## config.mk

```make
export PLATFORM = sky130hd
export DESIGN_NAME = i2c_cmd_sequencer
export DESIGN_NICKNAME = d
export VERILOG_FILES = /design/src/rtl/i2c_seq_pkg.sv /design/src/rtl/i2c_cmd_fifo.sv /design/src/rtl/i2c_cmd_sequencer.sv
export SDC_FILE = /design/constraint.sdc
export NUM_CORES = 1
export LEC_CHECK = 0
export ABC_AREA = 0
export BUFFER_PORTS_ARGS = -buffer_cell sky130_fd_sc_hd__buf_2
export CAP_MARGIN = 15
export CORE_UTILIZATION = 50
export CTS_CLUSTER_DIAMETER = 50
export DETAILED_ROUTE_END_ITERATION = 6
export PLACE_DENSITY = 0.82
export SETUP_SLACK_MARGIN = 0.1
export SKIP_CTS_REPAIR_TIMING = 1
export SLEW_MARGIN = 15
export SYNTH_ARGS = -nofsm -noshare
export SYNTH_HDL_FRONTEND = slang
export SYNTH_SLANG_ARGS = --single-unit
```

## constraint.sdc

```tcl
create_clock -name clk -period 2.9 [get_ports clk]
set_input_delay 0.145 -clock clk [delete_from_list [all_inputs] [get_ports clk]]
set_output_delay 0.145 -clock clk [all_outputs]
set_load 0.02 [all_outputs]
```

## src/rtl/i2c_seq_pkg.sv

```systemverilog
// Shared types for the I2C command sequencer: FSM states, command and response records.
package i2c_seq_pkg;

    typedef enum logic [1:0] {
        IDLE      = 2'd0,
        START     = 2'd1,
        WAIT_DONE = 2'd2,
        RESP      = 2'd3
    } state_e;

    typedef struct packed {
        logic       rw;
        logic [6:0] addr;
        logic [7:0] data;
    } i2c_cmd_t;

    typedef struct packed {
        logic       rw;
        logic       timeout;
        logic [7:0] data;
    } i2c_rsp_t;

endpackage

```

## src/rtl/i2c_cmd_fifo.sv

```systemverilog
// Purpose: synchronous command FIFO of i2c_cmd_t with wrap-bit pointers.
// Latency: a push is visible at the head one cycle later; no bypass.
// Backpressure: full/empty come from registered pointers only; push when full or pop when empty is ignored.
module i2c_cmd_fifo
    import i2c_seq_pkg::*;
#(
    parameter int FIFO_DEPTH = 4,
    localparam int AW = $clog2(FIFO_DEPTH)
) (
    input  logic          clk,
    input  logic          rst,
    input  logic          push_vld,
    input  i2c_cmd_t      push_dat,
    input  logic          pop_req,
    output i2c_cmd_t      head_dat,
    output logic          full,
    output logic          empty,
    output logic [AW:0]   count
);

    i2c_cmd_t    mem_q [FIFO_DEPTH];
    logic [AW:0] wr_ptr_q, wr_ptr_d;
    logic [AW:0] rd_ptr_q, rd_ptr_d;
    logic        do_push, do_pop;

    // Same index with differing wrap bits means the writer has lapped the reader.
    assign full  = (wr_ptr_q[AW] != rd_ptr_q[AW]) && (wr_ptr_q[AW-1:0] == rd_ptr_q[AW-1:0]);
    assign empty = (wr_ptr_q == rd_ptr_q);
    assign count = wr_ptr_q - rd_ptr_q;

    assign do_push  = push_vld && !full;
    assign do_pop   = pop_req && !empty;
    assign head_dat = mem_q[rd_ptr_q[AW-1:0]];

    always_comb begin
        wr_ptr_d = wr_ptr_q;
        rd_ptr_d = rd_ptr_q;
        if (do_push) wr_ptr_d = wr_ptr_q + 1'b1;
        if (do_pop)  rd_ptr_d = rd_ptr_q + 1'b1;
    end

    always_ff @(posedge clk or negedge rst) begin
        if (!rst) begin
            wr_ptr_q <= '0;
            rd_ptr_q <= '0;
        end else begin
            wr_ptr_q <= wr_ptr_d;
            rd_ptr_q <= rd_ptr_d;
        end
    end

    always_ff @(posedge clk) begin
        if (do_push) mem_q[wr_ptr_q[AW-1:0]] <= push_dat;
    end

endmodule

```

## src/rtl/i2c_cmd_sequencer.sv

```systemverilog
// Purpose: queues single-byte I2C commands and launches them one at a time on the driver start/busy handshake.
// Latency: accepted command drives drv_start two edges after acceptance; response one edge after busy falls or timeout.
// Backpressure: cmd_ready = !fifo_full; rsp_* held until rsp_ready, and no launch while a response is pending.
module i2c_cmd_sequencer
    import i2c_seq_pkg::*;
#(
    parameter int FIFO_DEPTH     = 4,
    parameter int TIMEOUT_CYCLES = 65535
) (
    input  logic                        clk,
    input  logic                        rst,
    input  logic                        cmd_valid,
    output logic                        cmd_ready,
    input  logic                        cmd_rw,
    input  logic [6:0]                  cmd_addr,
    input  logic [7:0]                  cmd_data,
    output logic                        rsp_valid,
    input  logic                        rsp_ready,
    output logic                        rsp_rw,
    output logic [7:0]                  rsp_data,
    output logic                        rsp_timeout,
    output logic                        drv_start,
    output logic                        drv_rw,
    output logic [6:0]                  drv_addr,
    output logic [7:0]                  drv_wdata,
    input  logic                        drv_busy,
    input  logic [7:0]                  drv_rdata,
    output logic [$clog2(FIFO_DEPTH):0] fifo_count,
    output logic                        idle
);

    localparam logic [15:0] TO_LAST = 16'(TIMEOUT_CYCLES - 1);

    state_e     state_q, state_d;
    logic [15:0] timer_q, timer_d;
    logic       drv_start_q, drv_start_d;
    i2c_cmd_t   drv_cmd_q, drv_cmd_d;
    i2c_rsp_t   rsp_q, rsp_d;
    logic       rsp_valid_q, rsp_valid_d;

    i2c_cmd_t   push_dat, head_dat;
    logic       fifo_full, fifo_empty, pop_req;

    assign push_dat = '{rw: cmd_rw, addr: cmd_addr, data: cmd_data};

    i2c_cmd_fifo #(.FIFO_DEPTH(FIFO_DEPTH)) u_fifo (
        .clk      (clk),
        .rst      (rst),
        .push_vld (cmd_valid),
        .push_dat (push_dat),
        .pop_req  (pop_req),
        .head_dat (head_dat),
        .full     (fifo_full),
        .empty    (fifo_empty),
        .count    (fifo_count)
    );

    always_comb begin
        state_d     = state_q;
        timer_d     = timer_q;
        drv_start_d = drv_start_q;
        drv_cmd_d   = drv_cmd_q;
        rsp_d       = rsp_q;
        rsp_valid_d = rsp_valid_q;
        pop_req     = 1'b0;
        case (state_q)
            IDLE: begin
                if (!fifo_empty && !drv_busy) begin
                    pop_req     = 1'b1;
                    drv_cmd_d   = head_dat;
                    timer_d     = '0;
                    drv_start_d = 1'b1;
                    state_d     = START;
                end
            end
            START, WAIT_DONE: begin
                // Timer hitting its last count wins over any busy transition this cycle.
                if (timer_q == TO_LAST) begin
                    drv_start_d = 1'b0;
                    rsp_d       = '{rw: drv_cmd_q.rw, timeout: 1'b1, data: 8'h00};
                    rsp_valid_d = 1'b1;
                    state_d     = RESP;
                end else begin
                    timer_d = timer_q + 16'd1;
                    if (state_q == START && drv_busy) begin
                        drv_start_d = 1'b0;
                        state_d     = WAIT_DONE;
                    end else if (state_q == WAIT_DONE && !drv_busy) begin
                        rsp_d       = '{rw: drv_cmd_q.rw, timeout: 1'b0,
                                        data: drv_cmd_q.rw ? drv_rdata : 8'h00};
                        rsp_valid_d = 1'b1;
                        state_d     = RESP;
                    end
                end
            end
            RESP: begin
                if (rsp_ready) begin
                    rsp_valid_d = 1'b0;
                    state_d     = IDLE;
                end
            end
        endcase
    end

    always_ff @(posedge clk or negedge rst) begin
        if (!rst) begin
            state_q     <= IDLE;
            timer_q     <= '0;
            drv_start_q <= 1'b0;
            drv_cmd_q   <= '0;
            rsp_q       <= '0;
            rsp_valid_q <= 1'b0;
        end else begin
            state_q     <= state_d;
            timer_q     <= timer_d;
            drv_start_q <= drv_start_d;
            drv_cmd_q   <= drv_cmd_d;
            rsp_q       <= rsp_d;
            rsp_valid_q <= rsp_valid_d;
        end
    end

    assign cmd_ready   = !fifo_full;
    assign drv_start   = drv_start_q;
    assign drv_rw      = drv_cmd_q.rw;
    assign drv_addr    = drv_cmd_q.addr;
    assign drv_wdata   = drv_cmd_q.data;
    assign rsp_valid   = rsp_valid_q;
    assign rsp_rw      = rsp_q.rw;
    assign rsp_timeout = rsp_q.timeout;
    assign rsp_data    = rsp_q.data;
    assign idle        = fifo_empty && (state_q == IDLE) && !rsp_valid_q;

endmodule

```

==> results.ini <==
[finish]
antenna-diode-count=0
multi_input_area_sq_um=1767
drive_gt1_share_pct=32.60
seq_area_sq_um=3223
design_area_sq_um=6459
area_growth_pct=26.46
final_cell_mix=edfxtp_1, buf_2, dfrtp_1
fillers=711
nets=487
final_common_cell=edfxtp_1

[yosys]
avgSynthCellArea_sq_um=15.07
ys_async_sr_fraction_pct=44.83
yosysWarningCount=0
syn_nets=382
synth-seq-cells=116
syn_area_sq_um=5107
syn_inst=339
ys.flop_type=edfxtp_1
synth_cell_type_count=65
ys_seq_area_share_pct=63.11
synth_edf_count=64

[cts]
clock_latency_ns=0.52
cts_buffer_depth=2
h-tree-depth=4
cts_root_buffer=clkbuf_8
tritoncts=yes
clkTransAtPathRegs_ns=0.06
cts-buffers-inserted=17
cts.sinks=116

[pwr]
clockPowerShare_pct=27.2
power_density_nw_per_um2=1170
power.share.switching_pct=37.02
p_int_mw=4.758
p_sw_mw=2.797
irDropWorstVdd_v=0.0007676
pwr-share-comb_pct=38.5
leakagePower_nw=2.606
power_frac_seq_pct=34.3

[drt]
dr.pass1.iters=5
wl_um=11050
drc=0
drt-vias-per-instance=5.661
wire_per_inst_um=18.74
ant_nets=0
drtIter0Drc=129
num_vias=3340

[min_path]
min_from=cmd_valid
hold_class=in -> reg

[sta]
rsz0062_at_grt=false
max_clock_freq_ghz=0.4244
maxSlewViolCount=0
max_slew_margin_pct=46.19
hold_viol_final=0
setup_viol=0
worst_pin_slew_ns=0.8047
setup_tns_ns=0
layout_min_cycle_time_ns=2.356
worst_clock_skew_ns=0.009968
post-route-period-util_pct=81.25

[worst_setup_path]
cp_max_fo=14
cp_data_arrival_time_ns=2.75
end_kind=flip-flop
path_cells=inv_1, ha_1, nand2_1, o211ai_2, buf_12, mux2_2
r2r-start=u_fifo.wr_ptr_q[0]
crit_type=reg -> reg
cp.required_ns=3.29
startpoint_type=flip-flop
critPathMaxStageDelay_ns=0.66
crit_slowest_cell=o211ai_2
startpoint=u_fifo.wr_ptr_q[0]

[floorplan]
die_w_um=103.1
num_rows=36
die_area_sq_um=10620
initial_utilization_pct=52.01
dieHeight_um=103.1
io_pins=62
core-area_sq_um=9819

[placement]
io_buffers=61
placed_cell_area_sq_um=5613
hpwl_um=6705
gp_congestion=0.8674

[global_routing]
gr-total-overflow=0
grt_pass1_wl_um=16700
grt_pass1_vias=3397
antenna_found_initial=0
grt_start_max_net_pins=53
grt_usage_pct=22.18

[run]
maxCapViolCount=0

[status]
run_status=finished clean

-- cells in the mapped netlist (2+ instances only) --
| cell type | number | area, sq um |
|---|---|---|
| edfxtp_1 | 64 | 1922 |
| dfrtp_1 | 52 | 1301 |
| mux2_2 | 18 | 202.7 |
| mux4_2 | 16 | 360.4 |
| nand2_1 | 16 | 60.06 |
| inv_1 | 15 | 56.30 |
| ha_1 | 13 | 162.7 |
| nand3_1 | 13 | 65.06 |
| a31oi_1 | 10 | 62.56 |
| nor3_1 | 10 | 50.05 |
| a22o_1 | 8 | 70.07 |
| and2_1 | 7 | 43.79 |
| a21oi_1 | 6 | 30.03 |
| clkbuf_1 | 6 | 22.52 |
| nand4_1 | 5 | 31.28 |
| o211ai_1 | 5 | 37.54 |
| o21ai_0 | 5 | 25.02 |
| and3_1 | 4 | 25.02 |
| buf_2 | 4 | 20.02 |
| xnor2_1 | 4 | 35.03 |
| nand2b_1 | 3 | 18.77 |
| nor4_1 | 3 | 18.77 |
| a221o_1 | 2 | 20.02 |
| a41oi_1 | 2 | 17.52 |
| nor2_1 | 2 | 7.510 |
| o311a_1 | 2 | 20.02 |
| o311ai_0 | 2 | 17.52 |
| o31ai_1 | 2 | 15.01 |
| or2_2 | 2 | 12.51 |
| or4_1 | 2 | 15.01 |
| xor2_1 | 2 | 17.52 |
-- critical path: cells and delay by family (launching register included) --
family                   cells  cell delay, ns
multiplexers                 1            0.37
adder cells (fa/ha/maj)      1            0.36
AO/OA/AOI/OAI                1            0.66
flip-flops                   1            0.37
AND/OR/NAND/NOR              1            0.12
buffers and inverters        2            0.35
-- metrics by stage --
step	hold WS (ns)	cells	setup slack (ns)	utilization [%]	total power, mW
2_1_floorplan	-0.1506	339	0.2746	-	4.572
3_3_place_gp	0.3086	532	0.6732	57.16	5.358
3_5_place_dp	0.3201	532	0.5995	57.16	5.472
4_1_cts	-0.2235	564	0.5566	63.12	7.579
5_1_grt	0.09860	590	0.4388	65.77	7.944
6_report	0.09913	590	0.5436	65.77	7.555
-- logic make-up after synthesis --
family / after synthesis / share of synthesized area, %
XOR/XNOR: 7 / 1.347
multiplexers: 35 / 11.22
buffers and inverters: 27 / 2.303
AND/OR/NAND/NOR: 77 / 9.015
AO/OA/AOI/OAI: 63 / 9.432
flip-flops: 116 / 63.11
adder cells (fa/ha/maj): 14 / 3.577
-- area by class of cell --
class / count / share of cell area [%]
timing repair buffer: 98 / 10.23
inverter: 15 / 0.8718
clock buffer: 18 / 6.470
tap: 133 / 2.577
clock inverter: 14 / 2.596
sequential: 116 / 49.90
multi-input combinational: 196 / 27.35
-- path summary, 6_finish.rpt --
path | to | slack (ns) | cells past startpoint
max | drv_wdata[7] | 0.54 | 6
min | u_fifo.wr_ptr_q[0] | 0.1 | 3
max reg2reg | drv_wdata[7] | 0.54 | 6
min reg2reg | rsp_timeout | 0.48 | 2
max in group asynchronous | u_fifo.wr_ptr_q[0] | 2.14 | 3
min in group asynchronous | state_q[0] | 0.29 | 3
-- power by group through the flow --
stage / logic, mW / clock network [mW] / registers [mW]
floorplan: 1.79 / 0 / 2.78
global placement: 2.78 / 0 / 2.58
detailed placement: 2.87 / 0 / 2.60
CTS: 2.91 / 2.08 / 2.59
global route: 3.15 / 2.15 / 2.65
finish: 2.91 / 2.05 / 2.59
-- layer usage --
metal	global-route usage (%)	share of wire, %
met4	11.05	2.3
met5	0	0
met2	37.90	54
met3	7.186	5.0
met1	25.13	39
-- sequential cells by signal, indices dropped and copies added, names as in the netlist, 2 cells and up --
register	cells
drv_addr	7
rsp_data	8
u_fifo.wr_ptr_q	3
drv_wdata	8
u_fifo.mem_q	64
u_fifo.rd_ptr_q	3
timer_q	16
state_q	2
(Power assumes the default switching activity.)
